$ cat config.mk
export PLATFORM = sky130hd
export DESIGN_NAME = ram_slot_scheduler
export DESIGN_NICKNAME = d
export VERILOG_FILES = /design/src/rtl/ram_slot_scheduler.sv
export SDC_FILE = /design/constraint.sdc
export NUM_CORES = 1
export LEC_CHECK = 0
export CAP_MARGIN = 20
export CORE_MARGIN = 2
export CORE_UTILIZATION = 42
export CTS_CLUSTER_DIAMETER = 80
export CTS_CLUSTER_SIZE = 14
export DETAILED_ROUTE_END_ITERATION = 6
export HOLD_SLACK_MARGIN = 0.05
export PLACE_DENSITY = 0.85
export SYNTH_ARGS = -nofsm -noshare
export SYNTH_HDL_FRONTEND = slang
export SYNTH_SLANG_ARGS = --single-unit
$ cat constraint.sdc
create_clock -name master_clock -period 2.58 [get_ports master_clock]
set_input_delay 0.645 -clock master_clock [delete_from_list [all_inputs] [get_ports master_clock]]
set_output_delay 0.645 -clock master_clock [all_outputs]
set_load 0.005 [all_outputs]
$ cat src/rtl/ram_slot_scheduler.sv
// Phi2-low RAM slot arbiter: video first, then DMA0/DMA1 during blanking.
// DMA_ROUND_ROBIN_EN selects burst-limited round robin; otherwise DMA0 has fixed priority.
module ram_slot_scheduler #(
  parameter int BURST_LEN = 4,
  parameter int ADDR_W    = 19
) (
  input  logic              master_clock,
  input  logic              not_reset,
  input  logic              phi2,
  input  logic              video_active,
  input  logic [ADDR_W-1:0] video_addr,
  input  logic [1:0]        dma_req,
  input  logic [1:0]        dma_we,
  input  logic [ADDR_W-1:0] dma_addr0,
  input  logic [ADDR_W-1:0] dma_addr1,
  output logic [1:0]        slot_owner,
  output logic [1:0]        dma_grant,
  output logic [ADDR_W-1:0] mem_addr,
  output logic              mem_we,
  output logic [3:0]        burst_count
);

  typedef enum logic [1:0] {
    OWN_VIDEO = 2'b00,
    OWN_DMA0  = 2'b01,
    OWN_DMA1  = 2'b10,
    OWN_IDLE  = 2'b11
  } owner_t;

`ifdef DMA_ROUND_ROBIN_EN
  localparam bit ROUND_ROBIN = 1'b1;
`else
  localparam bit ROUND_ROBIN = 1'b0;
`endif

  localparam logic [3:0] BURST_LIM = 4'(BURST_LEN);

  owner_t            owner_reg, owner_next;
  logic [ADDR_W-1:0] addr_reg, addr_next;
  logic              we_reg, we_next;
  logic [3:0]        burst_reg, burst_next;
  logic              last_reg, last_next;   // 0 = DMA0, 1 = DMA1

  logic [ADDR_W-1:0] req_addr [2];
  logic              holding;
  logic              rr_pick;
  logic              sel;

  assign req_addr[0] = dma_addr0;
  assign req_addr[1] = dma_addr1;

  always_ff @(negedge master_clock or negedge not_reset) begin
    if (!not_reset) begin
      owner_reg <= OWN_IDLE;
      addr_reg  <= '0;
      we_reg    <= 1'b0;
      burst_reg <= 4'd0;
      last_reg  <= 1'b1;
    end else begin
      owner_reg <= owner_next;
      addr_reg  <= addr_next;
      we_reg    <= we_next;
      burst_reg <= burst_next;
      last_reg  <= last_next;
    end
  end

  // While a DMA requester owns the slot, last_reg names that same requester,
  // so "continue the holder" and "break the tie against last_holder" share one path.
  always_comb begin
    holding = (owner_reg == OWN_DMA0) || (owner_reg == OWN_DMA1);
    rr_pick = (holding && (burst_reg < BURST_LIM)) ? last_reg : ~last_reg;
    if (dma_req == 2'b11) begin
      sel = ROUND_ROBIN ? rr_pick : 1'b0;
    end else begin
      sel = dma_req[1];
    end
  end

  always_comb begin
    owner_next = owner_reg;
    addr_next  = addr_reg;
    we_next    = we_reg;
    burst_next = burst_reg;
    last_next  = last_reg;
    if (phi2) begin
      if (video_active) begin
        owner_next = OWN_VIDEO;
        addr_next  = video_addr;
        we_next    = 1'b0;
        burst_next = 4'd0;
      end else if (dma_req == 2'b00) begin
        owner_next = OWN_IDLE;
        we_next    = 1'b0;
        burst_next = 4'd0;
      end else begin
        owner_next = sel ? OWN_DMA1 : OWN_DMA0;
        addr_next  = req_addr[sel];
        we_next    = dma_we[sel];
        last_next  = sel;
        if (holding && (last_reg == sel)) begin
          burst_next = (burst_reg == 4'd15) ? 4'd15 : burst_reg + 4'd1;
        end else begin
          burst_next = 4'd1;
        end
      end
    end
  end

  generate
    for (genvar gi = 0; gi < 2; gi++) begin : g_grant
      assign dma_grant[gi] = owner_reg[gi] & ~owner_reg[1-gi];
    end
  endgenerate

  assign slot_owner  = owner_reg;
  assign mem_addr    = addr_reg;
  assign mem_we      = we_reg;
  assign burst_count = burst_reg;

endmodule
; After elaboration in Yosys (flattened, before gate mapping)
; Index checks and enable logic that the tools add are counted.
[classes]
add_sub_neg = 1
n_mul = 0
div_mod_pow = 0
n_lt_le_gt_ge = 2
eq_ne = 6
shift = 0
muxes = 17
n_bitwise = 7
n_reduce_logical = 5
[op_table]
columns = cell, n
row1 = 19-bit two-way mux, 5
row2 = 4-bit two-way mux, 4
row3 = 2-bit two-way mux, 3
row4 = 1-bit two-way mux, 5
row5 = "4-bit by 1-bit adder with 4-bit output, second input constant", 1
row6 = "2-bit equality test, second input constant", 2
row7 = "4-bit equality test, second input constant", 1
row8 = 1-bit inverter, 4
row9 = 3-bit AND reduction, 1
row10 = 1-bit bitwise AND, 2
row11 = "2-bit by 1-bit equality test with 1-bit output, second input constant", 1
row12 = "2-bit >= comparator, second input constant", 1
row13 = 2-bit zero test, 1
row14 = "1-bit by 2-bit < comparator with 1-bit output, second input constant", 1
row15 = "2-bit != test, second input constant", 1
row16 = 1-bit inverter with 2-bit output, 1
row17 = 2-bit AND reduction, 1
row18 = 1-bit equality test, 1
row19 = 1-bit logical AND, 1
row20 = 1-bit logical OR, 1
[word_totals]
ff_bits = 27
latch_bits = 0
mem_bits_rw = 0
rom_bits = 0
output_inout_bits = 28
mem_count = 0

; Longest topological paths before layout
[logic_depth]
word_depth = 8
mapped_depth = 6
mapped_depth_nobuf = 5

==> metrics.md <==
| Metric | Value |
|---|---|
| Layer with the highest usage | met2 |
| Io pins | just over 90 |
| P per Cell Area | about 430 nW/um^2 |
| Initial antenna violation count | 0 |
| Total power | between 1 and 1.5 mW |
| Failing checks | negative setup slack |
| Worst R2R Start | burst_count[0] |
| Top cell type's share of synthesized area | 34.8% |
| Die Y | a little under 70 um |
| Post-synth EDFFs | 0 |
| Hold Crit Class | flip-flop to flip-flop |
| Yosys reg bits | 27 |
| Gpl congestion | 0.875 |
| Seq pwr share | between 30% and 40% |
| 1st-pass router iterations | 4 |
| Synth async-reset ratio | 100% |
| Nets | 378 |
| Clk Latency, worst-skew pair | ~0.35 ns |
| Final setup fails | 29 |
| Relative max-transition margin | between 80% and 90% |
| Via count | around 1,900 |
| Grt ovf | 0 |
| Die area | around 4600 um^2 |
| Internal power | 967 uW |
| Synth cell types | 33 |
| Max-slew violations | 0 |
| DRC violation count after routing | 0 |
| Row Count | 23 |
| Worst-path fanout max | 3 |
| Area of the multi-input gates | 1050 um^2 |
| RSZ-0062 raised after global routing | yes |
| Synthesized instance count | 180 |
| CP max stage delay | 0.55 ns |
| Setup crit end kind | output port |
| Non-filler cells, final | 359 |
| Yosys top cell by area | dfrtn_1 |
| Synth area leaders | dfrtn_1 (35%), o31ai_1 (7.8%), a211oi_1 (7.0%) |
| Synthesized Nets | 248 |
| Placed cell count | around 330 |
| First-pass GRT wire length | 8090 um |
| Worst Setup SP | slot_owner[1] |
| Worst-path clk slew | 0.07 ns |
| Post-CTS Hold Fix Bufs | 0 |
| Cell Chain, Critical Path | inv_2, ha_4, buf_6 |
| Count leader, synth | dfrtn_1 |
| Root Driver | clkbuf_8 |
| Hold Path Origin | mem_addr[13] |
| Htree depth | 1 |
| Area Growth Syn to Fin | 82.8% |
| TritonCTS Sinks | 27 |
| Number of flip-flops in the largest register | 19 |
| Hold Fails Final Rpt | 0 |
| Combinational share of power | 34.1% |
| CTS Buffer Depth | 2 |
| Switch share | approximately 28% |
| Die width | just under 70 um |
| DR vias/cell | roughly 5.4 |
| TNS Setup | -6.42 ns |
| Synth Flop Type | dfrtn_1 |
| Yosys Warn Count | 0 |
| Initial Util | 43.5% |
| WL final | about 6300 um |
| Worst slew pin tran | about 0.27 ns |
| Critical path data required time | about 1.9 ns |
| Area of the core | slightly below 4000 um^2 |
| Final ANT Viol Nets | 0 |
| Cell Area, Synth | 1730 um^2 |
| Share of post-route cells with drive strength above 1 | between 40% and 50% |
| Largest net degree at the start of global routing | 25 |
| Syn_area_per_cell | ~9.6 um^2 |
| Global Route Usage Sum | a little under a quarter |
| Initial DRC Count | 150 |
| GR Util met3 | approximately 3.8% |
| Outcome | finished with violations |
| Setup ws final | -0.569 ns |
| Register area share after synthesis | slightly below 40% |
| Vias in the first global route | approximately 1,700 |
| Max-cap violation count | 0 |
| Leakage power | approximately 1.5 nW |
| Max VDD drop | about 0.24 mV |
| Clock buffer count from CTS | 3 |
| P_sw | 378 uW |
| CTS tree | done |
| Routed WL per cell | 17.4 um |
| Clock Skew | between 0.06 and 0.07 ns |
| Top cell types by occurrence after synthesis | dfrtn_1 (24), nand2_1 (22), nor2b_1 (19) |
| Met2 usage | a little under two fifths |
| Clock share of power | between 20% and 30% |
| Critical Path Start Type | flip-flop |
| Slowest CP cell | dfstp_2 |
| Met1 usage | 31.3% |
| Diodes inserted | 0 |
| DP Wirelength | 3900 um |
| Layout fillers | 261 |
| IO Port Bufs | 92 |
| Post-layout util | about 79% |
| Register area | around 680 um^2 |
| WS Path Type | flip-flop to output port |
| Worst Path Arrival | 2.50 ns |
==> worst paths after layout <==
kind / endpoint / slack, ns / cells past startpoint
min in group asynchronous: mem_addr[12] / 1.87 / 2
worst max-delay path: dma_grant[0] / -0.57 / 3
max in group asynchronous: mem_addr[2] / 0.41 / 3
worst min-delay path: mem_addr[13] / 0.42 / 2
worst min register to register: mem_addr[13] / 0.42 / 2
worst max register to register: burst_count[0] / 0.99 / 6
==> cells by family (layout without fill, tap and decap cells) <==
| logic type | count (synthesis) | in the layout | share of synthesized area, % |
|---|---|---|---|
| AOI/OAI and AO/OA | 55 | 55 | 24.5 |
| DFF | 27 | 27 | 39.3 |
| xor gates and xnor gates | 1 | 1 | 0.507 |
| adders and majority gates | 3 | 3 | 2.17 |
| and+or+nand+nor | 71 | 71 | 25.7 |
| buffers and inverters | 23 | 152 | 7.75 |
==> placed cells by master (no fill, tap or decap), drive strengths merged, types with 6 or more instances in the layout <==
cell type / instances
buf: 75
clkdlybuf4s50: 39
dfrtn: 24
nand2: 22
dlygate4sd2: 21
a211oi: 20
o31ai: 20
and3b: 20
nor2b: 19
inv: 9
clkbuf: 6
==> critical path, delay by kind of cell, from the launching register on <==
family                     cells  cell delay [ns]
buffers and inverters          2             0.16
DFF                            1             0.55
adders and majority gates      1             0.15
==> metal layers <==
| metal | up-vias | wire [um] |
|---|---|---|
| met2 | 102 | 3130 |
| met4 | 0 | 53 |
| met1 | 933 | 2510 |
| met5 | - | 0 |
| met3 | 4 | 556 |
| li1 | 908 | - |
==> final cells by class <==
cell class / count / area share, %
multi-input combinational: 130 / 33.4
inverter: 6 / 0.713
tap: 50 / 1.98
clock inverter: 4 / 1.31
clock buffer: 3 / 1.31
timing repair buffer: 139 / 39.8
sequential: 27 / 21.5
==> power by group through the flow <==
| stage | combinational (mW) | sequential [mW] | clock [mW] |
|---|---|---|---|
| 6_report | 0.459 | 0.509 | 0.377 |
| 5_1_grt | 0.492 | 0.514 | 0.398 |
| 4_1_cts | 0.408 | 0.506 | 0.377 |
| 3_5_place_dp | 0.423 | 0.517 | 0.00967 |
| 3_3_place_gp | 0.414 | 0.516 | 0.00967 |
| 2_1_floorplan | 0.160 | 0.521 | 0.00967 |
==> repair_timing <==
item / in CTS / in global routing
buffers inserted: 11 / 9
setup endpoints to repair: 55 / 51
cloned: 1 / 3
gates resized for setup: 156 / 16
pin swaps: 57 / 14
==> metrics by stage <==
step,area [um^2],hold WS (ns),worst slack (ns)
global route,3160,0.443,-0.611
finish,3160,0.421,-0.569
floorplan,1870,0.430,-0.192
CTS,2980,0.425,-0.559
detailed placement,2920,0.428,-0.845
global placement,2920,0.420,-0.814
No activity file was read; power rests on OpenSTA's default activity.
